[config.mk]
export PLATFORM = sky130hd
export DESIGN_NAME = ncl_wavefront_driver
export DESIGN_NICKNAME = d
export VERILOG_FILES = /design/src/rtl/ncl_wavefront_driver.sv
export SDC_FILE = /design/constraint.sdc
export NUM_CORES = 1
export LEC_CHECK = 0
export ABC_CLOCK_PERIOD_IN_PS = 1700
export BUFFER_PORTS_ARGS = -buffer_cell sky130_fd_sc_hd__buf_2
export CAP_MARGIN = 20
export CORE_MARGIN = 5
export CORE_UTILIZATION = 45
export CTS_CLUSTER_DIAMETER = 60
export DETAILED_ROUTE_END_ITERATION = 10
export GPL_TIMING_DRIVEN = 0
export PLACE_DENSITY = 0.67
export SETUP_SLACK_MARGIN = 0.1
export SYNTH_ARGS = -nofsm -noshare
export SYNTH_HDL_FRONTEND = slang
export SYNTH_SLANG_ARGS = --single-unit
export TNS_END_PERCENT = 30
[constraint.sdc]
create_clock -name clk -period 1.7 [get_ports clk]
set_input_delay 0.34 -clock clk [delete_from_list [all_inputs] [get_ports clk]]
set_output_delay 0.34 -clock clk [all_outputs]
set_load 0.02 [all_outputs]
[src/rtl/ncl_wavefront_driver.sv]
// Drives one DATA then one NULL wavefront into a dual-rail NCL NAND stage and reports the captured result.
// Latency about 2*(1+SYNC_STAGES+SETTLE_CYCLES)+1 cycles to res_valid; start_ready low while busy; result held until res_ready.
module ncl_wavefront_driver #(
    parameter int SYNC_STAGES    = 2,
    parameter int SETTLE_CYCLES  = 2,
    parameter int TIMEOUT_CYCLES = 255,
    parameter int TW             = 8
) (
    input  logic       clk,
    input  logic       rst_n,
    input  logic       start_valid,
    output logic       start_ready,
    input  logic       a,
    input  logic       b,
    output logic       x0,
    output logic       x1,
    output logic       y0,
    output logic       y1,
    input  logic       o0,
    input  logic       o1,
    output logic       res_valid,
    input  logic       res_ready,
    output logic       res_data,
    output logic       res_mismatch,
    output logic [1:0] res_err,
    output logic       busy
);

    localparam int            SW         = $clog2(SETTLE_CYCLES + 1);
    localparam logic [SW-1:0] SETTLE_MAX = SW'(SETTLE_CYCLES);
    // Compared against the count before this cycle's increment, so a wait
    // phase lasts exactly TIMEOUT_CYCLES cycles when nothing completes.
    localparam logic [TW-1:0] TO_LAST    = TW'(TIMEOUT_CYCLES - 1);

    typedef enum logic [2:0] {
        S_IDLE,
        S_DRIVE_DATA,
        S_WAIT_DATA,
        S_DRIVE_NULL,
        S_WAIT_NULL,
        S_REPORT
    } state_t;

    state_t        state;
    logic [1:0]    sync_q [SYNC_STAGES];
    logic [1:0]    smp;
    logic [1:0]    smp_nxt;
    logic [SW-1:0] stab_cnt;
    logic          settled;
    logic [TW-1:0] tcnt;
    logic          to_hit;
    logic          op_a;
    logic          op_b;

    assign smp     = sync_q[SYNC_STAGES-1];
    assign smp_nxt = sync_q[SYNC_STAGES-2];
    assign settled = (stab_cnt == SETTLE_MAX);
    assign to_hit  = (tcnt == TO_LAST);

    always_ff @(posedge clk or negedge rst_n) begin
        if (!rst_n) begin
            for (int i = 0; i < SYNC_STAGES; i++) sync_q[i] <= 2'b00;
        end else begin
            sync_q[0] <= {o1, o0};
            for (int i = 1; i < SYNC_STAGES; i++) sync_q[i] <= sync_q[i-1];
        end
    end

    // stab_cnt = number of consecutive cycles smp has shown its current value
    always_ff @(posedge clk or negedge rst_n) begin
        if (!rst_n) begin
            stab_cnt <= '0;
        end else if (smp_nxt != smp) begin
            stab_cnt <= SW'(1);
        end else if (stab_cnt != SETTLE_MAX) begin
            stab_cnt <= stab_cnt + 1'b1;
        end
    end

    always_ff @(posedge clk or negedge rst_n) begin
        if (!rst_n) begin
            tcnt <= '0;
        end else if (state == S_WAIT_DATA || state == S_WAIT_NULL) begin
            if (tcnt != '1) tcnt <= tcnt + 1'b1;
        end else begin
            tcnt <= '0;
        end
    end

    assign start_ready = (state == S_IDLE) && settled && (smp == 2'b00);
    assign res_valid   = (state == S_REPORT);
    assign busy        = (state != S_IDLE);

    always_ff @(posedge clk or negedge rst_n) begin
        if (!rst_n) begin
            state        <= S_IDLE;
            x0           <= 1'b0;
            x1           <= 1'b0;
            y0           <= 1'b0;
            y1           <= 1'b0;
            op_a         <= 1'b0;
            op_b         <= 1'b0;
            res_data     <= 1'b0;
            res_mismatch <= 1'b0;
            res_err      <= 2'b00;
        end else begin
            case (state)
                S_IDLE: begin
                    if (start_valid && start_ready) begin
                        op_a         <= a;
                        op_b         <= b;
                        res_data     <= 1'b0;
                        res_mismatch <= 1'b0;
                        res_err      <= 2'b00;
                        state        <= S_DRIVE_DATA;
                    end
                end
                S_DRIVE_DATA: begin
                    x1    <= op_a;
                    x0    <= ~op_a;
                    y1    <= op_b;
                    y0    <= ~op_b;
                    state <= S_WAIT_DATA;
                end
                S_WAIT_DATA: begin
                    // An illegal code aborts at once; it is never filtered by settling.
                    if (smp == 2'b11) begin
                        res_err[1] <= 1'b1;
                        state      <= S_DRIVE_NULL;
                    end else if (settled && (smp[1] ^ smp[0])) begin
                        res_data     <= smp[1];
                        res_mismatch <= smp[1] ^ ~(op_a & op_b);
                        state        <= S_DRIVE_NULL;
                    end else if (to_hit) begin
                        res_err[0] <= 1'b1;
                        state      <= S_DRIVE_NULL;
                    end
                end
                S_DRIVE_NULL: begin
                    x0    <= 1'b0;
                    x1    <= 1'b0;
                    y0    <= 1'b0;
                    y1    <= 1'b0;
                    state <= S_WAIT_NULL;
                end
                S_WAIT_NULL: begin
                    if (smp == 2'b11) res_err[1] <= 1'b1;
                    if (settled && smp == 2'b00) begin
                        state <= S_REPORT;
                    end else if (to_hit) begin
                        res_err[0] <= 1'b1;
                        state      <= S_REPORT;
                    end
                end
                S_REPORT: begin
                    if (res_ready) state <= S_IDLE;
                end
                default: state <= S_IDLE;
            endcase
        end
    end

endmodule

* Word-level counts from Yosys, hierarchy flattened
Cells that the tools add are included.
Storage, ports and cells: register bits 27, memories kept 0, memory bits (read-only) 0, output and inout bits 11, latch bits 0, bits of input ports 8, word-level logic and storage cells 91, memory bits (writable) 0
Operators by class: bitwise operators 6, eq/ne operators 20, multipliers 0, divide/modulo/power cells 0, order comparisons 0, add/sub/neg operators 2, shift operators 0, mux-type cells 30, reduce and logical (&&, ||, !) cells 18
Operators by type and width (count):
- $mux W3 | 7
- $pmux W3 S6 | 1
- $mux W8 | 2
- $pmux W1 S2 | 6
- $mux W1 | 10
- $add A8 B1 Y8 const B | 1
- $eq A8 B8 Y1 const B | 1
- $ne A2 B1 Y1 const B | 4
- $ne A2 B2 Y1 const B | 4
- $ne A8 B8 Y1 const B | 1
- $reduce_and A4 Y1 | 2
- $eq A3 B2 Y1 const B | 2
- $eq A3 B3 Y1 const B | 2
- $mux W2 | 3
- $pmux W2 S3 | 1
- $reduce_bool A2 Y1 | 3
- $reduce_bool A3 Y1 | 2
- $logic_and A1 B1 Y1 | 5
- $reduce_and A5 Y1 | 1
- $eq A2 B2 Y1 const B | 2
- $ne A4 B2 Y1 const B | 1
- $reduce_and A2 Y1 | 2
- $eq A3 B1 Y1 const B | 1
- $logic_not A3 Y1 | 1
- 8 further kinds | 11

* Depth between registers and ports, before layout
Gate-level depths: netlist of the first run.
depth in word-level cells 6, gate-level depth with buffers 7, mapped depth without buffers 6

* Worst setup path after synthesis of the first run
No wires, ideal clock.
kind register to output, from register state[0], to output port start_ready, arrival time 1.241 ns, setup slack 0.119 ns, stages on the path, launching flop included 4, required time 1.360 ns, buffers on the path 1, cells stage by stage dfrtp_1 -> buf_4 -> or3_4 -> nor2_1
On the way: word-level cells in the longest chain between the ends 3
RTL lines:
- start, declared | RTL line 44 | state_t state;
- start signal, assigned | RTL line 96 | state <= S_IDLE;
- start signal, assigned | RTL line 115 | state <= S_DRIVE_DATA;
- start signal, assigned | RTL line 123 | state <= S_WAIT_DATA;
- $logic_not A3 Y1 | RTL line 90 | assign start_ready = (state == S_IDLE) && settled && (smp == 2'b00);
- $logic_and A1 B1 Y1 (2 in series) | RTL line 90
- end, declared | RTL line 12 | output logic start_ready,
Every way passes these cells.

* Final worst setup path of the first run
Same ends and word-level chain as after synthesis.

==> qor.txt, run 1 <==
status: finished with violations
failing checks: negative setup slack
Max Cap Violations: 0
Setup WS post-layout: -0.114 ns
Final #Nets: 187
Worst-Margin Slew: 0.604 ns
Max Clk Rate: 551 MHz
VDD IR max: 0.529 mV
Die Width: 65.7 um
Final Slew Violations: 0
Cell Count, Final, Fillers Out: 206
Ys Warns: 0
pin count of the biggest net entering global routing: 28
clk root buf: clkbuf_4
Place WS: 0.0210 ns
# diodes: 0
# DRC: 0
syn avg cell area: 9.76 sq um
Layout area overhead: 20.1%
slowest stage delay, CP: 0.41 ns
CP arrival: 1.47 ns
Total Routing Usage GR: 13.6%
Mapped Nets: 156
Slew Limit Headroom: 59.7%
DIE HEIGHT: 65.7 um
internal power: 1.36 mW
DP HPWL: 1910 um
Detailed Route WL: 2710 um
clk_skew: 0.00248 ns
initial antenna violation count: 0
starting density of the core: 46.5%
fillers: 282
vias after detailed routing: 1089
leakage: 0.779 nW
RSZ-0062 raised after global routing: yes
Post-Syn Area: 1400 sq um
sequential area share after synthesis: 48.4%
drt pass-1 iters: 4
layout cells sized above 1: 29.5%
cells after synthesis: 143
CTS tree: yes
slowest CP cell: or3_4
Setup CP Type: reg2out
GR peak layer: met2
Worst EP required: 1.36 ns
GP Congestion: 0.843
worst flop-to-flop path startpoint: state[0]$_DFFE_PN0P_
number of routed nets with antenna violations: 0
path category of the worst min-delay check: in2async
initial DRC count: 42
most frequent CP cell: buf_6
Hold-fix buffers, CTS: 0
Port Buffers: 18
H-Tree Level Count: 1
fin crit period: 1.81 ns
crit path max fanout: 3
synthesized flop and latch total: 27
Critical Path End Type: primary output
final setup violation count: 2
Psw: 0.835 mW
Final Cycle Share: 107%
first-pass GRT wire length: 4530 um
vias in the first global route: 1034
routed length per instance: 13.2 um
Combinational Power Share: 48.7%
Core ar.: 3000 sq um
met2 usage: 24.4%
final hold vios: 0
Ports: 19
met1 Resource Use GR: 15.7%
GRT Residual Overflow: 0
Row Count: 20
CTS Buf Count: 3
Worst-path clk slew: 0.14 ns
CTS sink cnt: 27
Unique masters post-synth: 36
Die ar.: 4310 sq um
startpoint types: flip-flop
Clk network pwr share: 12.2%
Seq pwr share: 39.1%
dpl cells: 194
Power per Cell Area: 1310 nW/um^2
Via density: 5.29
sw frac: 38.0%
Longest Clk Path Bufs: 2
met3 GRT Util: 2.91%
Clk Latency, worst-skew pair: 0.31 ns
crit path from: state[0]$_DFFE_PN0P_
cell chain of the critical path: buf_6 > or3_4 > nor2_4 > buf_6
cells by family after synthesis:
kind of cell	Yosys count	synth area share (%)
xor+xnor	6	3.77
simple gates	56	21.3
compound gates	28	12.4
mux	5	3.77
fa+ha+maj	5	4.48
buf+inv	16	5.92
flops	27	48.4
path summary, 6_finish.rpt:
kind | slack (ns) | endpoint | cells after the start
min in group clk | 0.12 | smp_nxt[0]$_DFF_PN0_ | 1
max in group asynchronous | 1.27 | smp[1]$_DFF_PN0_ | 1
min reg2reg | 0.41 | smp[1]$_DFF_PN0_ | 0
max reg2reg | 0.04 | op_a$_DFFE_PN0P_ | 5
min | 0.01 | state[0]$_DFFE_PN0P_ | 1
max | -0.11 | start_ready | 4
worst max-delay path, delay by kind of cell (launching register included):
family / cells / cell delay, ns
AND/OR/NAND/NOR: 2 / 0.53
flip-flops: 1 / 0.40
buffers and inverters: 2 / 0.23
per-layer routing:
metal | vias up | routed length, um
met5 | - | 0
met4 | 0 | 31
met3 | 4 | 97
met2 | 15 | 1400
met1 | 520 | 1190
li1 | 550 | -
cells in the mapped netlist, drive strengths merged:
cell type | number | area (sq um)
xnor2 | 5 | 43.8
and3 | 4 | 25.0
a22oi | 1 | 7.51
xor2 | 1 | 8.76
ha | 5 | 62.6
nor3 | 5 | 30.0
o21ai | 6 | 30.0
a211oi | 3 | 27.5
nor2b | 1 | 6.26
clkbuf | 2 | 7.51
inv | 8 | 30.0
a31oi | 3 | 18.8
nand3 | 4 | 20.0
a21oi | 9 | 45.0
and3b | 1 | 8.76
or3 | 1 | 11.3
nor3b | 2 | 15.0
mux2i | 3 | 30.0
and4 | 2 | 17.5
o31ai | 2 | 15.0
o21a | 1 | 7.51
nand2b | 5 | 31.3
mux2 | 2 | 22.5
nor2 | 13 | 56.3
o22ai | 1 | 6.26
or3b | 1 | 8.76
dfrtp | 27 | 676
a21o | 2 | 15.0
nand2 | 16 | 60.1
buf | 6 | 45.0
nand4 | 1 | 6.26
repair_timing:
item                       in CTS  in global routing
pin swaps                       3                  3
setup endpoints to repair       5                 11
setup buffers                   3                  5
gates resized for setup        10                 12
placed cells by master, fill, tap and decap left out, types with 4 or more instances in the layout:
cell type  instances
a21oi_1            9
and3_1             4
buf_2             19
buf_4              8
buf_6              6
dfrtp_1           26
inv_1              7
nand2_1           15
nand2b_1           5
nand3_1            4
nor2_1            11
nor3_1             4
o21ai_0            6
xnor2_1            5
per-stage QoR:
stage               setup TNS (ns)  utilization (%)  hold slack, ns  power (mW)  instance area (sq um)
detailed placement               0             50.8           0.379        1.75                   1530
CTS                         -0.140             53.5          0.0184        2.11                   1610
finish                      -0.164             55.8          0.0105        2.19                   1680
global placement                 0             50.8           0.378        1.72                   1530
global route                -0.246             55.8          0.0333        2.36                   1680
floorplan                        0                -          0.0444        1.52                   1400
final cells by class:
class,count,area (sq um),share of cell area (%)
Sequential cell,27,677,40.4
Multi-Input combinational cell,100,674,40.3
Timing Repair Buffer,26,163,9.71
Buffer,8,63.8,3.81
Tap cell,33,41.3,2.46
Inverter,8,30.0,1.79
Clock buffer,4,26.3,1.57
registers in the layout, indices dropped and copies added, names as in the netlist:
name	cells
y0	1
res_mismatch	1
op_b	1
op_a	1
res_data	1
res_err	2
stab_cnt	2
x1	1
smp	2
x0	1
y1	1
state	3
tcnt	8
smp_nxt	2
power groups by stage:
stage               sequential [mW]  clock (mW)  combinational, mW
finish                        0.858       0.269               1.07
global route                  0.879       0.312               1.17
CTS                           0.862       0.283              0.964
detailed placement            0.873           0              0.875
global placement              0.867           0              0.853
floorplan                     0.928           0              0.594
No activity file was read; power rests on OpenSTA's default activity.
==> run 2, diff against run 1 <==
--- a/config.mk
+++ b/config.mk
@@ -5,6 +5,7 @@
 export SDC_FILE = /design/constraint.sdc
 export NUM_CORES = 1
 export LEC_CHECK = 0
+export ABC_AREA = 1
 export ABC_CLOCK_PERIOD_IN_PS = 1700
 export BUFFER_PORTS_ARGS = -buffer_cell sky130_fd_sc_hd__buf_2
 export CAP_MARGIN = 20
@@ -14,7 +15,7 @@
 export DETAILED_ROUTE_END_ITERATION = 10
 export GPL_TIMING_DRIVEN = 0
 export PLACE_DENSITY = 0.67
-export SETUP_SLACK_MARGIN = 0.1
+export SETUP_SLACK_MARGIN = 0.15
 export SYNTH_ARGS = -nofsm -noshare
 export SYNTH_HDL_FRONTEND = slang
 export SYNTH_SLANG_ARGS = --single-unit
==> run 2 against run 1 <==
  * The flow now finishes without violations
  * Core utilization grew 3.2 points
  * Worst hold slack gained 0.078 ns
  * Maximum frequency grew 11%
  * Via count grew 16%
  * Critical path depth grew 1
  * Synthesized cell count grew 24%
  * Clock-buffer cell count shrank 1
  * Register-to-register slack gained 0.14 ns
  * Area after synthesis grew 3.4%
  * Design area grew 7.5%
  * Power grew 11%
  * Die area grew 2.9%
==> qor.txt, run 2 <==
status: completed
Detailed Route WL: 2960 um
commonest non-fill, non-tap cell in the layout: nand2_1
Longest Clk Path Bufs: 2
Power per Cell Area: 1350 nW/um^2
top post-synthesis cells by area: dfrtp_1, nand2_1, inv_1, nand3_1, ha_1
Die ar.: 4440 sq um
Worst EP required: 1.36 ns
GP Congestion: 0.796
vias after detailed routing: 1265
Max Cap Violations: 0
sequential area share after synthesis: 46.8%
CTS sink cnt: 27
Post-Route Setup TNS: 0 ns
WHS: 0.0886 ns
Synth top area share: 46.8%
final setup violation count: 0
CP arrival: 1.29 ns
Core ar.: 3050 sq um
Synth Flop Type: dfrtp_1
R2R Path End: res_err[0]$_DFFE_PN0P_
# diodes: 0
fillers: 290
Die Width: 66.6 um
drt pass-1 iters: 4
Final Cycle Share: 95.8%
startpoint types: flip-flop
Slew Limit Headroom: 59.8%
Hold Path Origin: o1
area leader, netlist: dfrtp_1
most frequent cells in the layout: nand2_1, dfrtp_1, inv_1
clk_skew: 0.00399 ns
Mapped Nets: 190
DP HPWL: 2130 um
Worst-Margin Slew: 0.603 ns
Min-Delay Path Depth: 1
Post-synth EDFFs: 0
Clk Latency, worst-skew pair: 0.34 ns
Ports: 19
VDD IR max: 0.639 mV
R2R setup slack: 0.18 ns
Place WS: 0.142 ns
initial DRC count: 68
Port Buffers: 18
Worst-path clk slew: 0.16 ns
routed length per instance: 11.4 um
Final Slew Violations: 0
count leader, synth: nand2_1
initial antenna violation count: 0
layout cells sized above 1: 29.3%
Row Count: 20
leakage: 0.950 nW
# DRC: 0
Final #Nets: 229
asr flop ratio synth: 100%
cells after synthesis: 177
r2r worst-path depth: 9
vias in the first global route: 1245
Max Clk Rate: 614 MHz
DIE HEIGHT: 66.6 um
Post-Syn Area: 1440 sq um
hold endpoint: smp_nxt[1]$_DFF_PN0_
Setup CP Type: reg2out
H-Tree Level Count: 1
worst flop-to-flop path startpoint: smp[0]$_DFF_PN0_
biggest regs: tcnt: 8 flops, state: 3 flops
Top reg by flops: tcnt
CTS Buf Count: 3
number of routed nets with antenna violations: 0
fin crit period: 1.63 ns
GRT Residual Overflow: 0
clk root buf: clkbuf_4
Ys Warns: 0
Layout area overhead: 24.9%
Via density: 4.88
path category of the worst min-delay check: in2reg
syn avg cell area: 8.15 sq um
first-pass GRT wire length: 5290 um
Total Routing Usage GR: 15.6%
CTS tree: yes
pin count of the biggest net entering global routing: 28
crit path max fanout: 2
Unique masters post-synth: 25
Setup WS post-layout: 0.0720 ns
RSZ-0062 raised after global routing: yes
final hold vios: 0
synth cell count leaders: nand2_1, dfrtp_1, inv_1
max reg flops: 8
starting density of the core: 47.3%
Critical Path End Type: primary output
synthesized flop and latch total: 27
[run 2: repair_timing]
item	in CTS	in global routing
hold endpoints to repair	17	0
hold buffers	1	0
cloned	0	0
resized for setup	16	4
endpoints found under the setup margin	7	8
pin swaps	5	1
buffers inserted	13	2
[run 2: per-layer routing]
layer / global-route usage [%] / up-vias / wire length (um)
met5: 0 / - / 0
met4: 6.09 / 0 / 55
met3: 2.53 / 5 / 78
met2: 27.5 / 15 / 1520
met1: 18.8 / 601 / 1310
li1: - / 644 / -
[run 2: where the power goes]
group          internal, mW  switching [mW]
Clock                0.0964           0.210
Sequential            0.780           0.101
Combinational         0.462           0.780
[run 2: how the worst max path moves through the flow]
stage | end | slack [ns] | start
after global routing | start_ready | 0.01 | smp[1]$_DFF_PN0_
after CTS | start_ready | 0.08 | smp[1]$_DFF_PN0_
after floorplan | res_err[0]$_DFFE_PN0P_ | 0.30 | stab_cnt[0]$_DFFE_PN0P_
after global placement | start_ready | 0.18 | stab_cnt[0]$_DFFE_PN0P_
final | start_ready | 0.07 | smp[1]$_DFF_PN0_
after detailed placement | start_ready | 0.14 | stab_cnt[0]$_DFFE_PN0P_
[run 2: stage by stage]
step / cell area, sq um / power [mW] / cells / util (%)
4_1_cts: 1780 / 2.43 / 257 / 58.2
3_5_place_dp: 1590 / 1.99 / 239 / 52.0
5_1_grt: 1800 / 2.64 / 259 / 59.0
2_1_floorplan: 1440 / 1.71 / 177 / -
3_3_place_gp: 1590 / 1.96 / 239 / 52.0
6_report: 1800 / 2.43 / 259 / 59.0
[run 2: final cells by class]
type | instances | area [sq um] | share of cell area (%)
multi-input cells | 123 | 688 | 38.2
clock buffers | 3 | 22.5 | 1.25
clock inverters | 1 | 8.76 | 0.486
inverters | 25 | 98.8 | 5.49
flip-flops and latches | 27 | 678 | 37.6
plain buffers | 2 | 25.0 | 1.39
well taps | 44 | 55.1 | 3.06
repair buffers | 34 | 225 | 12.5
[run 2: kinds of logic (layout without fill, tap and decap cells)]
| kind of cell | count (synthesis) | count (layout) | share of synthesized area (%) |
|---|---|---|---|
| buffers and inverters | 27 | 65 | 8.41 |
| AO/OA/AOI/OAI | 27 | 27 | 10.1 |
| flip-flops | 27 | 27 | 46.8 |
| adder cells (fa/ha/maj) | 5 | 5 | 4.34 |
| XOR/XNOR | 3 | 3 | 1.82 |
| AND/OR/NAND/NOR | 88 | 88 | 28.4 |
[run 2: worst max-delay path: stages, from the launching register on]
cell and delay (ns):
dfrtp_2 0.45, inv_2 0.09, ha_4 0.13, nand2_4 0.05
nor2_4 0.09, buf_6 0.12
==> run 3, diff against run 2 <==
--- a/config.mk
+++ b/config.mk
@@ -10,11 +10,11 @@
 export BUFFER_PORTS_ARGS = -buffer_cell sky130_fd_sc_hd__buf_2
 export CAP_MARGIN = 20
 export CORE_MARGIN = 5
-export CORE_UTILIZATION = 45
+export CORE_UTILIZATION = 35
 export CTS_CLUSTER_DIAMETER = 60
 export DETAILED_ROUTE_END_ITERATION = 10
 export GPL_TIMING_DRIVEN = 0
-export PLACE_DENSITY = 0.67
+export PLACE_DENSITY = 0.55
 export SETUP_SLACK_MARGIN = 0.15
 export SYNTH_ARGS = -nofsm -noshare
 export SYNTH_HDL_FRONTEND = slang
==> run 3 against run 2 <==
  * Sequential power up 0.6%
  * First-iteration DRC count grew 26%
  * Combinational power about the same
  * Design area down 1.5%
  * Clock skew is 0.0053 ns higher
  * Sequential cell count unchanged
  * Worst hold slack worse by 0.033 ns
  * Wire length increased by 3.5%
  * Critical path depth unchanged
  * Clock power increased by 23%
  * Core utilization fell by 15 points
  * Critical endpoint unchanged
==> qor.txt, run 3 (synthesized netlist as in run 2, its figures left out) <==
internal power: 1.44 mW
CTS tree: yes
vias in the first global route: 1145
critical path capture point: start_ready
Top reg by flops: tcnt
dpl cells: 245
sw frac: 43.3%
Max Cap Violations: 0
Worst-Margin Slew: 0.608 ns
uppermost routed layer: met4
Worst-path clk slew: 0.10 ns
Die Width: 74.2 um
pin count of the biggest net entering global routing: 28
VDD IR max: 0.499 mV
Setup CP Type: reg2out
R2R setup slack: 0.25 ns
Worst EP required: 1.36 ns
# DRC: 0
startpoint types: flip-flop
crit path max fanout: 2
H-Tree Level Count: 1
Via density: 4.64
Ports: 19
first-pass GRT wire length: 5190 um
Total Routing Usage GR: 12.1%
clk root buf: clkbuf_8
Final #Nets: 224
vias after detailed routing: 1206
Final Slew Violations: 0
initial antenna violation count: 0
Row Count: 23
fin crit period: 1.54 ns
drt pass-1 iters: 4
CTS sink cnt: 27
path category of the worst min-delay check: in2async
biggest regs: tcnt: 8 flops, state: 3 flops
layout cells sized above 1: 27.1%
Layout area overhead: 23.1%
r2r worst-path depth: 8
met1 wire length: 1400 um
final hold vios: 0
Detailed Route WL: 3060 um
final setup violation count: 0
clk_skew: 0.00929 ns
max reg flops: 8
Combinational Power Share: 50.2%
CTS Buf Count: 3
met3 wire length: 149 um
Critical Path End Type: primary output
Post-Route Setup TNS: 0 ns
Power per Cell Area: 1430 nW/um^2
crit path from: smp[1]$_DFF_PN0_
PnR Total Power: 2.53 mW
Clk network pwr share: 14.8%
R2R Path End: tcnt[1]$_DFFE_PN0P_
CP arrival: 1.20 ns
GP Congestion: 0.761
starting density of the core: 36.1%
Clk Latency, worst-skew pair: 0.28 ns
commonest non-fill, non-tap cell in the layout: nand2_1
met2 wire len: 1470 um
Longest Clk Path Bufs: 2
leakage: 0.932 nW
RSZ-0062 raised after global routing: yes
Cell Count, Final, Fillers Out: 260
Port Buffers: 18
Seq pwr share: 35.0%
worst flop-to-flop path startpoint: state[1]$_DFFE_PN0P_
Hold-fix buffers, CTS: 0
most frequent cells in the layout: nand2_1, dfrtp_1, inv_1
initial DRC count: 86
GRT Residual Overflow: 0
Max Clk Rate: 649 MHz
Final Cycle Share: 90.6%
DIE HEIGHT: 74.2 um
Slew Limit Headroom: 59.5%
Psw: 1.10 mW
Die ar.: 5510 sq um
status: completed
DP HPWL: 2140 um
number of routed nets with antenna violations: 0
Core ar.: 4000 sq um
routed length per instance: 11.8 um
# diodes: 0
run 3: through the flow:
stage	util, %	area, sq um	hold slack, ns	setup WS (ns)
2_1_floorplan	-	1440	0.0444	0.304
3_3_place_gp	39.9	1600	0.382	0.195
3_5_place_dp	39.9	1600	0.385	0.161
4_1_cts	43.0	1720	0.0871	0.141
5_1_grt	44.4	1780	0.123	0.109
6_report	44.4	1780	0.0560	0.159
run 3: how the worst min path moves through the flow:
stage | cells after the start | endpoint | slack, ns | start
after floorplan | 0 | op_a$_DFFE_PN0P_ | 0.04 | rst_n
after global placement | 0 | smp[0]$_DFF_PN0_ | 0.38 | smp_nxt[0]$_DFF_PN0_
after detailed placement | 1 | res_data$_DFFE_PN0P_ | 0.39 | rst_n
after CTS | 1 | res_data$_DFFE_PN0P_ | 0.09 | rst_n
after global routing | 1 | x0$_DFFE_PN0P_ | 0.12 | rst_n
final | 1 | res_data$_DFFE_PN0P_ | 0.06 | rst_n
run 3: critical path, cell delays in order (launching register included):
cell and delay [ns]:
dfrtp_2 0.42, inv_2 0.08, ha_4 0.14, nand2_4 0.06, nor2_4 0.11, buf_6 0.12
run 3: metal layers:
layer	vias up	track usage, %
li1	630	-
met1	550	14.8
met2	19	21.4
met3	7	2.84
met4	0	3.22
met5	-	0
run 3: what timing repair did:
item / CTS / global route
buffers inserted: 7 / 4
hold endpoints to repair: 0 / 0
setup endpoints to repair: 3 / 3
resized for setup: 9 / 10
pin swaps: 5 / 4
run 3: power groups by stage:
stage               Combinational, mW  Sequential, mW  Clock [mW]
global placement                 1.10           0.884           0
detailed placement               1.10           0.892           0
finish                           1.27           0.886       0.375
floorplan                       0.759           0.955           0
global route                     1.41           0.903       0.407
CTS                              1.18           0.878       0.394
run 3: area by class of cell:
| type | instances | area (sq um) |
|---|---|---|
| Sequential cell | 27 | 678 |
| Buffer | 2 | 26.3 |
| Clock buffer | 4 | 45.0 |
| Inverter | 25 | 98.8 |
| Multi-Input combinational cell | 123 | 686 |
| Timing Repair Buffer | 29 | 179 |
| Fill cell | 419 | 2220 |
| Tap cell | 50 | 62.6 |
